$ cat config.mk
export PLATFORM = sky130hd
export DESIGN_NAME = m_axil_master_flat
export DESIGN_NICKNAME = d
export VERILOG_FILES = /design/src/rtl/axil_pkg.sv /design/src/rtl/axil_if.sv /design/src/rtl/m_axil_master.sv /design/src/flat_wrapper.sv
export SDC_FILE = /design/constraint.sdc
export NUM_CORES = 1
export LEC_CHECK = 0
export BUFFER_PORTS_ARGS = -buffer_cell sky130_fd_sc_hd__buf_2
export CORE_AREA = 5 5 94 96
export DETAILED_ROUTE_END_ITERATION = 10
export DIE_AREA = 0 0 99 101
export HOLD_SLACK_MARGIN = 0.15
export PLACE_DENSITY = 0.87
export RECOVER_POWER = 100
export SYNTH_ARGS = -nofsm -noshare
export SYNTH_HDL_FRONTEND = slang
export SYNTH_SLANG_ARGS = --single-unit
export TNS_END_PERCENT = 100
$ cat constraint.sdc
create_clock -name ACLK -period 2.15 [get_ports ACLK]
set_input_delay 0.43 -clock ACLK [delete_from_list [all_inputs] [get_ports ACLK]]
set_output_delay 0.43 -clock ACLK [all_outputs]
set_load 0.01 [all_outputs]
$ cat src/rtl/axil_pkg.sv
// Shared AXI4-Lite definitions: master FSM state encoding and response codes.
package axil_pkg;

  typedef enum logic [2:0] {
    ST_IDLE    = 3'd0,
    ST_WR      = 3'd1,
    ST_WR_RESP = 3'd2,
    ST_RD_ADDR = 3'd3,
    ST_RD_DATA = 3'd4,
    ST_RSP     = 3'd5
  } state_t;

  localparam logic [1:0] RESP_OKAY   = 2'b00;
  localparam logic [1:0] RESP_EXOKAY = 2'b01;
  localparam logic [1:0] RESP_SLVERR = 2'b10;
  localparam logic [1:0] RESP_DECERR = 2'b11;

endpackage

$ cat src/rtl/axil_if.sv
// AXI4-Lite bus bundle with master and slave views.
interface axil_if #(
  parameter int ADDR_WIDTH = 6,
  parameter int DATA_WIDTH = 32
);

  logic [ADDR_WIDTH-1:0]   AWADDR;
  logic                    AWVALID;
  logic                    AWREADY;
  logic [DATA_WIDTH-1:0]   WDATA;
  logic [DATA_WIDTH/8-1:0] WSTRB;
  logic                    WVALID;
  logic                    WREADY;
  logic [1:0]              BRESP;
  logic                    BVALID;
  logic                    BREADY;
  logic [ADDR_WIDTH-1:0]   ARADDR;
  logic                    ARVALID;
  logic                    ARREADY;
  logic [DATA_WIDTH-1:0]   RDATA;
  logic [1:0]              RRESP;
  logic                    RVALID;
  logic                    RREADY;

  modport master (
    output AWADDR, AWVALID, input AWREADY,
    output WDATA, WSTRB, WVALID, input WREADY,
    input BRESP, BVALID, output BREADY,
    output ARADDR, ARVALID, input ARREADY,
    input RDATA, RRESP, RVALID, output RREADY
  );

  modport slave (
    input AWADDR, AWVALID, output AWREADY,
    input WDATA, WSTRB, WVALID, output WREADY,
    output BRESP, BVALID, input BREADY,
    input ARADDR, ARVALID, output ARREADY,
    output RDATA, RRESP, RVALID, input RREADY
  );

endinterface

$ cat src/rtl/m_axil_master.sv
// AXI4-Lite master: turns one local command at a time into a single-beat
// AXI-Lite read or write and returns the B/R result on the response port.
// All bus VALID/READY outputs decode from the registered state, so nothing
// on the command side reaches the bus combinationally.
module m_axil_master
  import axil_pkg::*;
#(
  parameter int M_AXI_ADDR_WIDTH = 6,
  parameter int M_AXI_DATA_WIDTH = 32
) (
  input  logic                          ACLK,
  input  logic                          ARESETn,
  input  logic                          cmd_valid,
  output logic                          cmd_ready,
  input  logic                          cmd_write,
  input  logic [M_AXI_ADDR_WIDTH-1:0]   cmd_addr,
  input  logic [M_AXI_DATA_WIDTH-1:0]   cmd_wdata,
  input  logic [M_AXI_DATA_WIDTH/8-1:0] cmd_wstrb,
  output logic                          rsp_valid,
  input  logic                          rsp_ready,
  output logic                          rsp_write,
  output logic [M_AXI_DATA_WIDTH-1:0]   rsp_rdata,
  output logic [1:0]                    rsp_resp,
  axil_if.master                        m_axi
);

  localparam int STRB_WIDTH = M_AXI_DATA_WIDTH / 8;

  state_t state_q, state_d;
  logic   aw_done_q, aw_done_d;
  logic   w_done_q, w_done_d;
  logic   live_q;

  logic   cmd_fire, b_fire, r_fire;
  logic   awvalid, wvalid, bready, arvalid, rready;

  logic                        write_q;
  logic [M_AXI_ADDR_WIDTH-1:0] addr_q;
  logic [M_AXI_DATA_WIDTH-1:0] wdata_q;
  logic [STRB_WIDTH-1:0]       wstrb_q;
  logic [M_AXI_DATA_WIDTH-1:0] rdata_q;
  logic [1:0]                  resp_q;

  // State register, per-channel done flags, and a flag that holds cmd_ready
  // low until the first edge after reset release.
  always_ff @(posedge ACLK or negedge ARESETn) begin
    if (!ARESETn) begin
      state_q   <= ST_IDLE;
      aw_done_q <= 1'b0;
      w_done_q  <= 1'b0;
      live_q    <= 1'b0;
    end else begin
      state_q   <= state_d;
      aw_done_q <= aw_done_d;
      w_done_q  <= w_done_d;
      live_q    <= 1'b1;
    end
  end

  // Next-state and output decode; AW and W complete independently and may
  // both finish in the same cycle.
  always_comb begin
    state_d   = state_q;
    aw_done_d = aw_done_q;
    w_done_d  = w_done_q;
    cmd_ready = 1'b0;
    cmd_fire  = 1'b0;
    b_fire    = 1'b0;
    r_fire    = 1'b0;
    awvalid   = 1'b0;
    wvalid    = 1'b0;
    bready    = 1'b0;
    arvalid   = 1'b0;
    rready    = 1'b0;
    rsp_valid = 1'b0;
    case (state_q)
      ST_IDLE: begin
        cmd_ready = live_q;
        if (cmd_valid && live_q) begin
          cmd_fire  = 1'b1;
          aw_done_d = 1'b0;
          w_done_d  = 1'b0;
          state_d   = cmd_write ? ST_WR : ST_RD_ADDR;
        end
      end
      ST_WR: begin
        awvalid   = !aw_done_q;
        wvalid    = !w_done_q;
        aw_done_d = aw_done_q | m_axi.AWREADY;
        w_done_d  = w_done_q | m_axi.WREADY;
        if (aw_done_d && w_done_d) begin
          state_d = ST_WR_RESP;
        end
      end
      ST_WR_RESP: begin
        bready = 1'b1;
        if (m_axi.BVALID) begin
          b_fire  = 1'b1;
          state_d = ST_RSP;
        end
      end
      ST_RD_ADDR: begin
        arvalid = 1'b1;
        if (m_axi.ARREADY) begin
          state_d = ST_RD_DATA;
        end
      end
      ST_RD_DATA: begin
        rready = 1'b1;
        if (m_axi.RVALID) begin
          r_fire  = 1'b1;
          state_d = ST_RSP;
        end
      end
      ST_RSP: begin
        rsp_valid = 1'b1;
        if (rsp_ready) begin
          state_d = ST_IDLE;
        end
      end
      default: begin
        state_d = ST_IDLE;
      end
    endcase
  end

  // Command fields are captured on acceptance and the bus result on the B or
  // R handshake; both stay put until the next command so payloads are stable.
  always_ff @(posedge ACLK or negedge ARESETn) begin
    if (!ARESETn) begin
      write_q <= 1'b0;
      addr_q  <= '0;
      wdata_q <= '0;
      wstrb_q <= '0;
      rdata_q <= '0;
      resp_q  <= RESP_OKAY;
    end else begin
      if (cmd_fire) begin
        write_q <= cmd_write;
        addr_q  <= cmd_addr;
        wdata_q <= cmd_wdata;
        wstrb_q <= cmd_wstrb;
      end
      if (b_fire) begin
        rdata_q <= '0;
        resp_q  <= m_axi.BRESP;
      end
      if (r_fire) begin
        rdata_q <= m_axi.RDATA;
        resp_q  <= m_axi.RRESP;
      end
    end
  end

  assign m_axi.AWADDR  = addr_q;
  assign m_axi.AWVALID = awvalid;
  assign m_axi.WDATA   = wdata_q;
  assign m_axi.WSTRB   = wstrb_q;
  assign m_axi.WVALID  = wvalid;
  assign m_axi.BREADY  = bready;
  assign m_axi.ARADDR  = addr_q;
  assign m_axi.ARVALID = arvalid;
  assign m_axi.RREADY  = rready;

  assign rsp_write = write_q;
  assign rsp_rdata = rdata_q;
  assign rsp_resp  = resp_q;

endmodule

$ cat src/flat_wrapper.sv
// flat-port wrapper written by rule: the top's interface ports become plain ports
module m_axil_master_flat import axil_pkg::*;
#(
  parameter int M_AXI_ADDR_WIDTH = 6,
  parameter int M_AXI_DATA_WIDTH = 32
)
  (ACLK, ARESETn, cmd_valid, cmd_ready, cmd_write, cmd_addr, cmd_wdata, cmd_wstrb, rsp_valid, rsp_ready, rsp_write, rsp_rdata, rsp_resp, m_axi_AWADDR, m_axi_AWVALID, m_axi_AWREADY, m_axi_WDATA, m_axi_WSTRB, m_axi_WVALID, m_axi_WREADY, m_axi_BRESP, m_axi_BVALID, m_axi_BREADY, m_axi_ARADDR, m_axi_ARVALID, m_axi_ARREADY, m_axi_RDATA, m_axi_RRESP, m_axi_RVALID, m_axi_RREADY);
  axil_if #(.ADDR_WIDTH((6)), .DATA_WIDTH((32))) m_axi_i ();
  input  logic ACLK;
  input  logic ARESETn;
  input  logic cmd_valid;
  output logic cmd_ready;
  input  logic cmd_write;
  input  logic [M_AXI_ADDR_WIDTH-1:0] cmd_addr;
  input  logic [M_AXI_DATA_WIDTH-1:0] cmd_wdata;
  input  logic [M_AXI_DATA_WIDTH/8-1:0] cmd_wstrb;
  output logic rsp_valid;
  input  logic rsp_ready;
  output logic rsp_write;
  output logic [M_AXI_DATA_WIDTH-1:0] rsp_rdata;
  output logic [1:0] rsp_resp;
  output wire logic [$bits(m_axi_i.AWADDR)-1:0] m_axi_AWADDR;
  output wire logic [$bits(m_axi_i.AWVALID)-1:0] m_axi_AWVALID;
  input wire logic [$bits(m_axi_i.AWREADY)-1:0] m_axi_AWREADY;
  output wire logic [$bits(m_axi_i.WDATA)-1:0] m_axi_WDATA;
  output wire logic [$bits(m_axi_i.WSTRB)-1:0] m_axi_WSTRB;
  output wire logic [$bits(m_axi_i.WVALID)-1:0] m_axi_WVALID;
  input wire logic [$bits(m_axi_i.WREADY)-1:0] m_axi_WREADY;
  input wire logic [$bits(m_axi_i.BRESP)-1:0] m_axi_BRESP;
  input wire logic [$bits(m_axi_i.BVALID)-1:0] m_axi_BVALID;
  output wire logic [$bits(m_axi_i.BREADY)-1:0] m_axi_BREADY;
  output wire logic [$bits(m_axi_i.ARADDR)-1:0] m_axi_ARADDR;
  output wire logic [$bits(m_axi_i.ARVALID)-1:0] m_axi_ARVALID;
  input wire logic [$bits(m_axi_i.ARREADY)-1:0] m_axi_ARREADY;
  input wire logic [$bits(m_axi_i.RDATA)-1:0] m_axi_RDATA;
  input wire logic [$bits(m_axi_i.RRESP)-1:0] m_axi_RRESP;
  input wire logic [$bits(m_axi_i.RVALID)-1:0] m_axi_RVALID;
  output wire logic [$bits(m_axi_i.RREADY)-1:0] m_axi_RREADY;
  assign m_axi_AWADDR = m_axi_i.AWADDR;
  assign m_axi_AWVALID = m_axi_i.AWVALID;
  assign m_axi_i.AWREADY = m_axi_AWREADY;
  assign m_axi_WDATA = m_axi_i.WDATA;
  assign m_axi_WSTRB = m_axi_i.WSTRB;
  assign m_axi_WVALID = m_axi_i.WVALID;
  assign m_axi_i.WREADY = m_axi_WREADY;
  assign m_axi_i.BRESP = m_axi_BRESP;
  assign m_axi_i.BVALID = m_axi_BVALID;
  assign m_axi_BREADY = m_axi_i.BREADY;
  assign m_axi_ARADDR = m_axi_i.ARADDR;
  assign m_axi_ARVALID = m_axi_i.ARVALID;
  assign m_axi_i.ARREADY = m_axi_ARREADY;
  assign m_axi_i.RDATA = m_axi_RDATA;
  assign m_axi_i.RRESP = m_axi_RRESP;
  assign m_axi_i.RVALID = m_axi_RVALID;
  assign m_axi_RREADY = m_axi_i.RREADY;
  m_axil_master #(.M_AXI_ADDR_WIDTH(M_AXI_ADDR_WIDTH), .M_AXI_DATA_WIDTH(M_AXI_DATA_WIDTH)) u_core (.ACLK(ACLK), .ARESETn(ARESETn), .cmd_valid(cmd_valid), .cmd_ready(cmd_ready), .cmd_write(cmd_write), .cmd_addr(cmd_addr), .cmd_wdata(cmd_wdata), .cmd_wstrb(cmd_wstrb), .rsp_valid(rsp_valid), .rsp_ready(rsp_ready), .rsp_write(rsp_write), .rsp_rdata(rsp_rdata), .rsp_resp(rsp_resp), .m_axi(m_axi_i));
endmodule
* Word-level counts from Yosys, hierarchy flattened
Cells that the tools add are included.
Storage, ports and cells: register bits 83, bits of input ports 88, output and inout port bits 90
Operators by class: equal/unequal tests 11, mux-type cells 28, bitwise operators 2, reduce and logical (&&, ||, !) cells 9
Operators by type and width (number):
- 32-bit 2-to-1 mux | 2
- 3-bit 2-to-1 mux | 6
- 3-bit case mux with 6 select lines | 1
- 1-bit 2-to-1 mux | 14
- 2-bit != test (second input constant) | 4
- 3-bit by 2-bit equality test with 1-bit output (second input constant) | 2
- 3-bit equality test (second input constant) | 2
- 2-bit 2-to-1 mux | 3
- 6-bit AND reduction | 1
- 2-bit by 1-bit != test with 1-bit output (second input constant) | 2
- 1-bit case mux with 2 select lines | 2
- 2-bit nonzero test | 2
- 3-bit by 1-bit equality test with 1-bit output (second input constant) | 1
- 3-bit logical NOT | 1
- 1-bit logical AND | 2
- 1-bit logical NOT | 2
- 1-bit OR | 2
- 2-bit AND reduction | 1

* Longest topological paths before layout
Gate-level depths: netlist of run 1.
depth in word-level cells 4, depth in mapped cells 6

* Least setup slack after synthesis of run 1
Ideal clock, no wire load.
kind flip-flop to flip-flop, from register u_core.state_q[2], to register u_core.addr_q[0] (netlist: u_core.m_axi.ARADDR[0]), setup time 0.125 ns, arrival 1.543 ns, slack 0.482 ns, stages on the path, launching flop included 6, buffers on the path 3, path through dfrtp_1 > buf_6 > or4_4 > buf_6 > buf_6 > mux2_4
Between the ends: longest elaborated chain between the ends 2
Ends and longest elaborated chain:
- from (decl) | RTL line m_axil_master.sv:29 | state_t state_q, state_d;
- from (signal assigned) | RTL line m_axil_master.sv:53 | state_q <= state_d;
- 3-bit logical NOT | RTL line m_axil_master.sv:76 | case (state_q)
- 1-bit 2-to-1 mux | RTL line m_axil_master.sv:76
- to (signal assigned) | RTL line m_axil_master.sv:140 | addr_q <= cmd_addr;
- to (decl) | RTL line m_axil_master.sv:38 | logic [M_AXI_ADDR_WIDTH-1:0] addr_q;
Every way passes these cells. A chain may end at the register's enable or synchronous reset.

* Worst setup path in the final report of run 1
from register u_core.state_q[1], to output port m_axi_WVALID
Between the ends: longest elaborated chain between the ends 2
Ends and longest elaborated chain:
- 3-bit by 1-bit equality test with 1-bit output | RTL line m_axil_master.sv:76
- 1-bit 2-to-1 mux | RTL line m_axil_master.sv:76
- to (decl) | RTL line flat_wrapper.sv:27 | output wire logic [$bits(m_axi_i.WVALID)-1:0] m_axi_WVALID;
Every way passes these cells.

==> results of run 1 <==
-- flip-flops by register name (all words and copies together) (netlist names) --
register / flops
u_core.aw_done_q: 1
u_core.live_q: 1
u_core.m_axi.ARADDR: 6
u_core.m_axi.WDATA: 32
u_core.m_axi.WSTRB: 4
u_core.rsp_rdata: 32
u_core.rsp_resp: 2
u_core.rsp_write: 1
u_core.state_q: 3
u_core.w_done_q: 1
-- worst paths after layout --
path	to	startpoint	slack (ps)
max	m_axi_WVALID	u_core.state_q[1]	140
min reg2reg	u_core.m_axi.WDATA[10]	u_core.m_axi.WDATA[10]	500
max in group asynchronous	u_core.rsp_rdata[12]	ARESETn	470
max reg2reg	u_core.rsp_resp[1]	u_core.state_q[0]	270
min	u_core.rsp_rdata[15]	m_axi_RDATA[15]	280
min in group asynchronous	u_core.m_axi.ARADDR[4]	ARESETn	750
-- report_power, final --
part           leakage, nW  switching, mW  internal, mW
registers             1.03          0.445          2.30
clock network        0.106          0.556         0.569
logic                0.931           1.37         0.900
-- cell families (layout without fill, tap and decap cells) --
family                 count (synthesis)  in the layout  share of synthesized area (%)
AO/OA/AOI/OAI                         52             52                           7.97
other                                  1              1                          0.106
AND/OR/NAND/NOR                       86             86                           9.87
buffers and inverters                 26            201                           4.76
flip-flops                            83             83                           58.5
multiplexers                          46             46                           18.8
-- stage by stage --
step           worst slack (ps)  area (sq um)  std cells  power [mW]  util [%]
5_1_grt                    14.3          4410        574        6.60      55.3
6_report                    140          4410        574        6.14      55.3
2_1_floorplan               482          3550        294        4.52         -
3_5_place_dp                179          4480        557        5.66      56.2
3_3_place_gp                215          4480        557        5.51      56.2
4_1_cts                     140          4690        574        6.81      58.8
-- cells in the final DEF (no fill, tap or decap), types with 2 or more instances in the layout --
cell,count
sky130_fd_sc_hd__inv_1,2
sky130_fd_sc_hd__clkbuf_1,87
sky130_fd_sc_hd__clkinv_2,3
sky130_fd_sc_hd__nor2_1,7
sky130_fd_sc_hd__mux2i_1,2
sky130_fd_sc_hd__o21ai_0,36
sky130_fd_sc_hd__o22ai_1,2
sky130_fd_sc_hd__nand2b_1,2
sky130_fd_sc_hd__buf_2,87
sky130_fd_sc_hd__nand2_1,71
sky130_fd_sc_hd__clkbuf_8,10
sky130_fd_sc_hd__a21oi_1,6
sky130_fd_sc_hd__a21boi_0,2
sky130_fd_sc_hd__mux2_1,40
sky130_fd_sc_hd__dfrtp_1,83
sky130_fd_sc_hd__and3_1,2
sky130_fd_sc_hd__o31ai_1,2
sky130_fd_sc_hd__mux2_2,4
sky130_fd_sc_hd__clkbuf_2,5
-- timing repair --
action                    in CTS  in global routing
setup buffers                  0                  0
hold buffers                   1                  0
hold endpoints to repair      37                  0
-- worst min-delay path: cells and delay by family --
kind / cells / cell delay, ps
buffers and inverters: 1 / 70
AOI/OAI and AO/OA: 1 / 60
and+or+nand+nor: 1 / 30
-- area by class of cell --
| class | count | area [sq um] |
|---|---|---|
| Inverter | 2 | 7.51 |
| Fill cell | 783 | 3560 |
| Multi-Input combinational cell | 185 | 1160 |
| Timing Repair Buffer | 183 | 836 |
| Tap cell | 105 | 131 |
| Clock inverter | 6 | 62.6 |
| Clock buffer | 10 | 138 |
| Sequential cell | 83 | 2080 |
-- routing by layer --
layer  track usage [%]  wire [um]  up-vias
li1                  -          -     1319
met1              22.0       3580     1292
met2              27.9       4120      123
met3              4.29        684       14
met4              5.99        127        0
met5                 0          0        -
==> flow_summary.html, run 1 <==
<table>
<tr><th>Metric</th><th>Value</th></tr>
<tr><th colspan="2">Run status</th></tr>
<tr><td>Run status</td><td>complete, no violations</td></tr>
<tr><th colspan="2">Critical path</th></tr>
<tr><td>Crit path max-delay family</td><td>simple AND/OR/NAND/NOR gates</td></tr>
<tr><td>Endpoint class of the critical path</td><td>output pin</td></tr>
<tr><td>CP dominant cell by count</td><td>sky130_fd_sc_hd__nor2_1</td></tr>
<tr><td>Buffers plus inverters on the worst setup path</td><td>2</td></tr>
<tr><td>Data required time at the worst endpoint</td><td>1720 ps</td></tr>
<tr><td>Startpoint kind of the worst setup timing path</td><td>register</td></tr>
<tr><td>Path depth of the worst reg2reg path</td><td>6</td></tr>
<tr><td>Worst Path Arrival</td><td>1580 ps</td></tr>
<tr><td>Critical path fanouts, max</td><td>11</td></tr>
<tr><td>Largest stage delay, worst path</td><td>380 ps</td></tr>
<tr><td>Slowest stage cell on the critical path</td><td>sky130_fd_sc_hd__dfrtp_1</td></tr>
<tr><td>Cells traversed along the worst timing path</td><td>buf_4 -&gt; nor2_1 -&gt; nand2_1 -&gt; nor2_1 -&gt; clkbuf_2</td></tr>
<tr><td>Worst Setup Path Type</td><td>register to output pin</td></tr>
<tr><td>CP Depth</td><td>5</td></tr>
<tr><th colspan="2">Floorplanning</th></tr>
<tr><td>Die W</td><td>99 um</td></tr>
<tr><td>Number of top-level pins</td><td>178</td></tr>
<tr><td>Area inside the core boundary</td><td>0.00797 sq mm</td></tr>
<tr><td>Initial Utilization</td><td>44.5%</td></tr>
<tr><td>Die span in y</td><td>101 um</td></tr>
<tr><td>FP Rows</td><td>33</td></tr>
<tr><td>Die ar.</td><td>0.0100 sq mm</td></tr>
<tr><th colspan="2">CTS</th></tr>
<tr><td>Clock latency reported for the late side of the worst-skew pair</td><td>340 ps</td></tr>
<tr><td>Htree depth</td><td>3</td></tr>
<tr><td>Maximum clock path buffer count</td><td>2</td></tr>
<tr><td>CTS sink count</td><td>83</td></tr>
<tr><td>TritonCTS clock tree</td><td>built</td></tr>
<tr><td>Number of resized instances in the post-cts repair step</td><td>0</td></tr>
<tr><td>Root Driver</td><td>sky130_fd_sc_hd__clkbuf_8</td></tr>
<tr><td>TritonCTS Buffers</td><td>9</td></tr>
<tr><td>Clock transition at the register clock pins on the worst setup and hold paths after CTS</td><td>90 ps</td></tr>
<tr><th colspan="2">Worst hold path</th></tr>
<tr><td>Hold depth</td><td>3</td></tr>
<tr><td>Worst hold path type</td><td>primary input to register</td></tr>
<tr><th colspan="2">Synthesis</th></tr>
<tr><td>Top_reg_cell synth</td><td>sky130_fd_sc_hd__dfrtp_1</td></tr>
<tr><td>Mapped Cells</td><td>294</td></tr>
<tr><td>FFs w/ async S/R, synth</td><td>100%</td></tr>
<tr><td>Number of synthesis warnings</td><td>0</td></tr>
<tr><td>Part of the Yosys area used for sequential elements</td><td>58.5%</td></tr>
<tr><td>Combined area of all synthesized cells</td><td>0.00355 sq mm</td></tr>
<tr><td>Leading post-synthesis cells by instance count</td><td>sky130_fd_sc_hd__dfrtp_1 (83), sky130_fd_sc_hd__nand2_1 (71), sky130_fd_sc_hd__mux2_4 (40)</td></tr>
<tr><td>Count of different cell masters after synthesis</td><td>28</td></tr>
<tr><td>Most repeated cell in the gate-level netlist after synthesis</td><td>sky130_fd_sc_hd__dfrtp_1</td></tr>
<tr><td>Area share of the largest cell type after synthesis</td><td>58.5%</td></tr>
<tr><td>Number of flops mapped to enable cells by yosys</td><td>0</td></tr>
<tr><td>Most area-hungry cell type in the Yosys netlist</td><td>sky130_fd_sc_hd__dfrtp_1</td></tr>
<tr><td>Number of synthesized register bits</td><td>83</td></tr>
<tr><td>Largest cells by area after synthesis</td><td>sky130_fd_sc_hd__dfrtp_1 (59%), sky130_fd_sc_hd__mux2_4 (17%), sky130_fd_sc_hd__nand2_1 (7.5%)</td></tr>
<tr><td>Number of nets in the synthesized netlist</td><td>382</td></tr>
<tr><td>Mapped Avg Cell Area</td><td>12.1 sq um</td></tr>
<tr><th colspan="2">Timing</th></tr>
<tr><td>Setup skew after layout</td><td>14.5 ps</td></tr>
<tr><td>Final min period</td><td>2010 ps</td></tr>
<tr><td>Final worst-path cycle share</td><td>93.5%</td></tr>
<tr><td>Worst hold slack across all endpoints</td><td>281 ps</td></tr>
<tr><td>Worst rel slew slack</td><td>37.2%</td></tr>
<tr><td>Max Clock Freq</td><td>0.498 GHz</td></tr>
<tr><td>Fin Setup TNS</td><td>0 ps</td></tr>
<tr><td>Fin. Hold Viols</td><td>0</td></tr>
<tr><td>Measured slew at the worst slew-check pin</td><td>942 ps</td></tr>
<tr><td>Unrepaired setup endpoints after global routing</td><td>no</td></tr>
<tr><td>Total count of max-transition violations in the final report</td><td>0</td></tr>
<tr><td>Setup violation total in the final timing report</td><td>0</td></tr>
<tr><th colspan="2">Pwr</th></tr>
<tr><td>Leakage Power</td><td>2.07 nW</td></tr>
<tr><td>Pwr/cell area</td><td>1390 mW/mm^2</td></tr>
<tr><td>Maximum vdd drop</td><td>0.000547 V</td></tr>
<tr><th colspan="2">Finish</th></tr>
<tr><td>Layout-stage area growth over the synthesis result</td><td>24.3%</td></tr>
<tr><td>Antenna diode instance count</td><td>0</td></tr>
<tr><td>Share of cells above drive strength 1</td><td>24.9%</td></tr>
<tr><td>Count of nets after finishing</td><td>552</td></tr>
<tr><th colspan="2">Global routing</th></tr>
<tr><td>Remaining global-route overflow</td><td>0</td></tr>
<tr><td>Via count of the first global-routing pass</td><td>2826</td></tr>
<tr><td>Maximum number of pins on one net before global-route repair</td><td>69</td></tr>
<tr><td>GRT Resource Usage Total</td><td>17.0%</td></tr>
<tr><td>First-pass GRT wire length</td><td>13600 um</td></tr>
<tr><td>Antenna violations before repair</td><td>0</td></tr>
<tr><th colspan="2">Route</th></tr>
<tr><td>Number of DRC violations after detailed routing</td><td>0</td></tr>
<tr><td>Routed Wire Length</td><td>8510 um</td></tr>
<tr><td>Via-to-Cell Ratio</td><td>4.79</td></tr>
<tr><td>Number of detailed-route iterations in the first pass</td><td>6</td></tr>
<tr><td>Number of DRC markers in iteration 0</td><td>45</td></tr>
<tr><td>Drt wl/cell</td><td>14.8 um</td></tr>
<tr><td>Count of antenna-violating nets left after detailed routing</td><td>0</td></tr>
<tr><td>Via count</td><td>2748</td></tr>
<tr><th colspan="2">Job</th></tr>
<tr><td>Max-cap violations</td><td>0</td></tr>
<tr><th colspan="2">Place</th></tr>
<tr><td>HPWL after detailed placement</td><td>6460 um</td></tr>
<tr><td>Count of buffers inserted at the top-level ports</td><td>177</td></tr>
<tr><td>Final GP Congestion</td><td>0.789</td></tr>
</table>
(Power assumes the default switching activity.)
==> inputs of run 2 (changes only) <==
Settings changed: BUFFER_PORTS_ARGS -buffer_cell sky130_fd_sc_hd__buf_2 to not set, CORE_AREA 5 5 94 96 to 5 5 87 89, DIE_AREA 0 0 99 101 to 0 0 92 94, DONT_BUFFER_PORTS set to 1, PLACE_DENSITY 0.87 to 0.77.
==> run 2 against run 1 <==
The run now ends with negative hold slack left. Cell count down 36%. Via count down 25%. Cell area fell by 19%. Die area down 14%. Wire length shrank 16%. Global-route usage up 0.051 points. Critical endpoint is now m_axi_AWVALID. Largest cell class unchanged.
==> flow_summary.html, run 2 (same netlist as run 1, synthesis figures left out) <==
<table>
<tr><th>Metric</th><th>Value</th></tr>
<tr><th colspan="2">Run status</th></tr>
<tr><td>Run status</td><td>finished, violations left (was complete, no violations)</td></tr>
<tr><td>Violated checks</td><td>negative hold slack</td></tr>
<tr><th colspan="2">Finish</th></tr>
<tr><td>Count of nets after finishing</td><td>373 (was 552)</td></tr>
<tr><td>Layout-stage area growth over the synthesis result</td><td>0.0707% (was 24.3%)</td></tr>
<tr><td>Footprint of the multi-input gates</td><td>0.00116 sq mm (unchanged)</td></tr>
<tr><td>Final core utilization</td><td>53.1% (was 55.3%)</td></tr>
<tr><td>Top library cells by usage in the layout, fill and taps aside</td><td>sky130_fd_sc_hd__dfrtp_1 (83), sky130_fd_sc_hd__nand2_1 (71), sky130_fd_sc_hd__mux2_1 (40) (was sky130_fd_sc_hd__buf_2 (87), sky130_fd_sc_hd__clkbuf_1 (87), sky130_fd_sc_hd__dfrtp_1 (83))</td></tr>
<tr><td>Share of cells above drive strength 1</td><td>8.28% (was 24.9%)</td></tr>
<tr><td>Antenna diode instance count</td><td>0 (unchanged)</td></tr>
<tr><td>Storage element area</td><td>0.00208 sq mm (unchanged)</td></tr>
<tr><td>Commonest non-fill, non-tap cell in the layout</td><td>sky130_fd_sc_hd__dfrtp_1</td></tr>
<tr><td>Layout fillers</td><td>601 (was 783)</td></tr>
<tr><td>Final Instance Area</td><td>0.00355 sq mm (was 0.00441 sq mm)</td></tr>
<tr><td>Non-Filler Instances</td><td>370 (was 574)</td></tr>
<tr><th colspan="2">Floorplanning</th></tr>
<tr><td>Number of top-level pins</td><td>178 (unchanged)</td></tr>
<tr><td>Die span in y</td><td>94 um (was 101 um)</td></tr>
<tr><td>Initial Utilization</td><td>53.1% (was 44.5%)</td></tr>
<tr><td>FP Rows</td><td>30 (was 33)</td></tr>
<tr><td>Die W</td><td>92 um (was 99 um)</td></tr>
<tr><td>Area inside the core boundary</td><td>0.00668 sq mm (was 0.00797 sq mm)</td></tr>
<tr><td>Die ar.</td><td>0.00865 sq mm (was 0.0100 sq mm)</td></tr>
<tr><th colspan="2">Timing</th></tr>
<tr><td>Unrepaired setup endpoints after global routing</td><td>no (unchanged)</td></tr>
<tr><td>Setup violation total in the final timing report</td><td>0 (unchanged)</td></tr>
<tr><td>Worst rel slew slack</td><td>55.1% (was 37.2%)</td></tr>
<tr><td>Worst hold slack across all endpoints</td><td>-225 ps (was 281 ps)</td></tr>
<tr><td>Max Clock Freq</td><td>0.512 GHz (was 0.498 GHz)</td></tr>
<tr><td>Slack of the critical path</td><td>196 ps (was 140 ps)</td></tr>
<tr><td>Fin. Hold Viols</td><td>83 (was 0)</td></tr>
<tr><td>Total count of max-transition violations in the final report</td><td>0 (unchanged)</td></tr>
<tr><td>Final min period</td><td>1950 ps (was 2010 ps)</td></tr>
<tr><td>Measured slew at the worst slew-check pin</td><td>674 ps (was 942 ps)</td></tr>
<tr><td>Final worst-path cycle share</td><td>90.9% (was 93.5%)</td></tr>
<tr><td>Fin Setup TNS</td><td>0 ps (unchanged)</td></tr>
<tr><td>Setup skew after layout</td><td>6.26 ps (was 14.5 ps)</td></tr>
<tr><th colspan="2">Route</th></tr>
<tr><td>Number of DRC violations after detailed routing</td><td>0 (unchanged)</td></tr>
<tr><td>Drt wl/cell</td><td>19.3 um (was 14.8 um)</td></tr>
<tr><td>Number of DRC markers in iteration 0</td><td>81 (was 45)</td></tr>
<tr><td>Count of antenna-violating nets left after detailed routing</td><td>0 (unchanged)</td></tr>
<tr><td>Via count</td><td>2062 (was 2748)</td></tr>
<tr><td>Routed Wire Length</td><td>7150 um (was 8510 um)</td></tr>
<tr><td>Via-to-Cell Ratio</td><td>5.57 (was 4.79)</td></tr>
<tr><td>Number of detailed-route iterations in the first pass</td><td>5 (was 6)</td></tr>
<tr><th colspan="2">CTS</th></tr>
<tr><td>TritonCTS clock tree</td><td>built (unchanged)</td></tr>
<tr><td>Clock latency reported for the late side of the worst-skew pair</td><td>340 ps (about the same)</td></tr>
<tr><td>Htree depth</td><td>3 (unchanged)</td></tr>
<tr><td>Clock transition at the register clock pins on the worst setup and hold paths after CTS</td><td>80 ps (was 90 ps)</td></tr>
<tr><td>Post-CTS repair timing setup buffer count</td><td>0 (unchanged)</td></tr>
<tr><td>TritonCTS Buffers</td><td>9 (unchanged)</td></tr>
<tr><td>CTS sink count</td><td>83 (unchanged)</td></tr>
<tr><td>Number of resized instances in the post-cts repair step</td><td>0 (unchanged)</td></tr>
<tr><td>Root Driver</td><td>sky130_fd_sc_hd__clkbuf_8 (unchanged)</td></tr>
<tr><td>Maximum clock path buffer count</td><td>2 (unchanged)</td></tr>
<tr><th colspan="2">Critical path</th></tr>
<tr><td>Slowest stage cell on the critical path</td><td>sky130_fd_sc_hd__dfrtp_1 (unchanged)</td></tr>
<tr><td>Worst Setup Path Type</td><td>register to output pin (unchanged)</td></tr>
<tr><td>Endpoint class of the critical path</td><td>output pin (unchanged)</td></tr>
<tr><td>Largest stage delay, worst path</td><td>380 ps (about the same)</td></tr>
<tr><td>R2r startpoint</td><td>u_core.state_q[2] (was u_core.state_q[0])</td></tr>
<tr><td>Startpoint kind of the worst setup timing path</td><td>register (unchanged)</td></tr>
<tr><td>R2R setup slack</td><td>290 ps (was 270 ps)</td></tr>
<tr><td>Path depth of the worst reg2reg path</td><td>2 (was 6)</td></tr>
<tr><td>CP dominant cell by count</td><td>sky130_fd_sc_hd__nor2_1 (unchanged)</td></tr>
<tr><td>CP Depth</td><td>4 (was 5)</td></tr>
<tr><td>Crit Reg-Reg Endpoint</td><td>u_core.m_axi.WDATA[19] (was u_core.rsp_resp[1])</td></tr>
<tr><td>End point of the critical path</td><td>m_axi_AWVALID (was m_axi_WVALID)</td></tr>
<tr><td>Cells traversed along the worst timing path</td><td>buf_4 -&gt; nor2_1 -&gt; nand2_1 -&gt; nor2_1 (was buf_4 -&gt; nor2_1 -&gt; nand2_1 -&gt; nor2_1 -&gt; clkbuf_2)</td></tr>
<tr><td>Worst Path Arrival</td><td>1520 ps (was 1580 ps)</td></tr>
<tr><td>Data required time at the worst endpoint</td><td>1720 ps (about the same)</td></tr>
<tr><td>CP startpoint</td><td>u_core.state_q[1] (unchanged)</td></tr>
<tr><td>Critical path fanouts, max</td><td>11 (unchanged)</td></tr>
<tr><td>Crit path max-delay family</td><td>simple AND/OR/NAND/NOR gates (unchanged)</td></tr>
<tr><td>Buffers plus inverters on the worst setup path</td><td>1 (was 2)</td></tr>
<tr><th colspan="2">Place</th></tr>
<tr><td>DP Cell Count</td><td>354 (was 557)</td></tr>
<tr><td>HPWL after detailed placement</td><td>5260 um (was 6460 um)</td></tr>
<tr><td>Placed cell areas</td><td>0.00354 sq mm (was 0.00448 sq mm)</td></tr>
<tr><td>Minimum setup slack after placement</td><td>258 ps (was 179 ps)</td></tr>
<tr><td>Count of buffers inserted at the top-level ports</td><td>0 (was 177)</td></tr>
<tr><td>Final GP Congestion</td><td>0.719 (was 0.789)</td></tr>
<tr><th colspan="2">Pwr</th></tr>
<tr><td>Leakage Power</td><td>1.56 nW (was 2.07 nW)</td></tr>
<tr><td>Maximum vdd drop</td><td>0.000693 V (was 0.000547 V)</td></tr>
<tr><td>Pwr/cell area</td><td>1500 mW/mm^2 (was 1390 mW/mm^2)</td></tr>
<tr><th colspan="2">Worst hold path</th></tr>
<tr><td>Worst hold path type</td><td>primary input to asynchronous set/reset pin (was primary input to register)</td></tr>
<tr><th colspan="2">Global routing</th></tr>
<tr><td>Maximum number of pins on one net before global-route repair</td><td>84 (was 69)</td></tr>
<tr><td>Antenna violations before repair</td><td>0 (unchanged)</td></tr>
<tr><td>First-pass GRT wire length</td><td>11400 um (was 13600 um)</td></tr>
<tr><td>Via count of the first global-routing pass</td><td>2212 (was 2826)</td></tr>
<tr><td>GRT Resource Usage Total</td><td>17.1% (was 17.0%)</td></tr>
<tr><td>Remaining global-route overflow</td><td>0 (unchanged)</td></tr>
<tr><th colspan="2">Job</th></tr>
<tr><td>Max-cap violations</td><td>0 (unchanged)</td></tr>
</table>
## run 2: cell types whose count changed in the layout (fill, tap and decap cells not counted), moves of 3 or more
cell	before	now
sky130_fd_sc_hd__buf_2	87	0
sky130_fd_sc_hd__clkinv_2	3	0
sky130_fd_sc_hd__clkbuf_1	87	2
sky130_fd_sc_hd__clkbuf_2	5	2
sky130_fd_sc_hd__clkinvlp_4	0	4
## run 2: through the flow
step                      power, mW  hold slack (ps)
after floorplan                4.52              134
after global placement         4.72              137
after detailed placement       4.82              137
after CTS                      5.81             -249
after global routing           5.73             -267
final                          5.33             -225
## run 2: layout make-up
class	count	area share, %
Clock buffer	11	3.70
Clock inverter	5	1.09
Inverter	2	0.211
Multi-Input combinational cell	185	32.6
Sequential cell	83	58.5
Tap cell	80	2.82
Timing Repair Buffer	4	1.06
## run 2: worst reg2reg max path, delay by kind of cell, from the launching register on
| family | cells | cell delay, ps |
|---|---|---|
| flip-flops | 1 | 500 |
| multiplexers | 1 | 440 |
| AND/OR/NAND/NOR | 1 | 810 |
## run 2: routing by layer
layer  track usage (%)  up-vias  share of wire, %
li1                  -      969                 -
met1              20.2      963                39
met2              27.4      119                48
met3              7.61       11                11
met4              6.68        0               1.6
met5                 0        -                 0
## run 2: how the worst min path moves through the flow
stage,from,to
2_1_floorplan,ARESETn,u_core.aw_done_q
3_3_place_gp,ARESETn,u_core.m_axi.WDATA[11]
3_5_place_dp,ARESETn,u_core.m_axi.WDATA[11]
4_1_cts,ARESETn,u_core.m_axi.WDATA[11]
5_1_grt,ARESETn,u_core.rsp_rdata[15]
6_report,ARESETn,u_core.m_axi.WDATA[11]
## run 2: where the power goes
group          switching [mW]  internal, mW  leakage [nW]
Combinational           0.590         0.522         0.461
Sequential              0.949          2.31          1.03
Clock                   0.537         0.424        0.0722
Total                    2.08          3.25          1.56
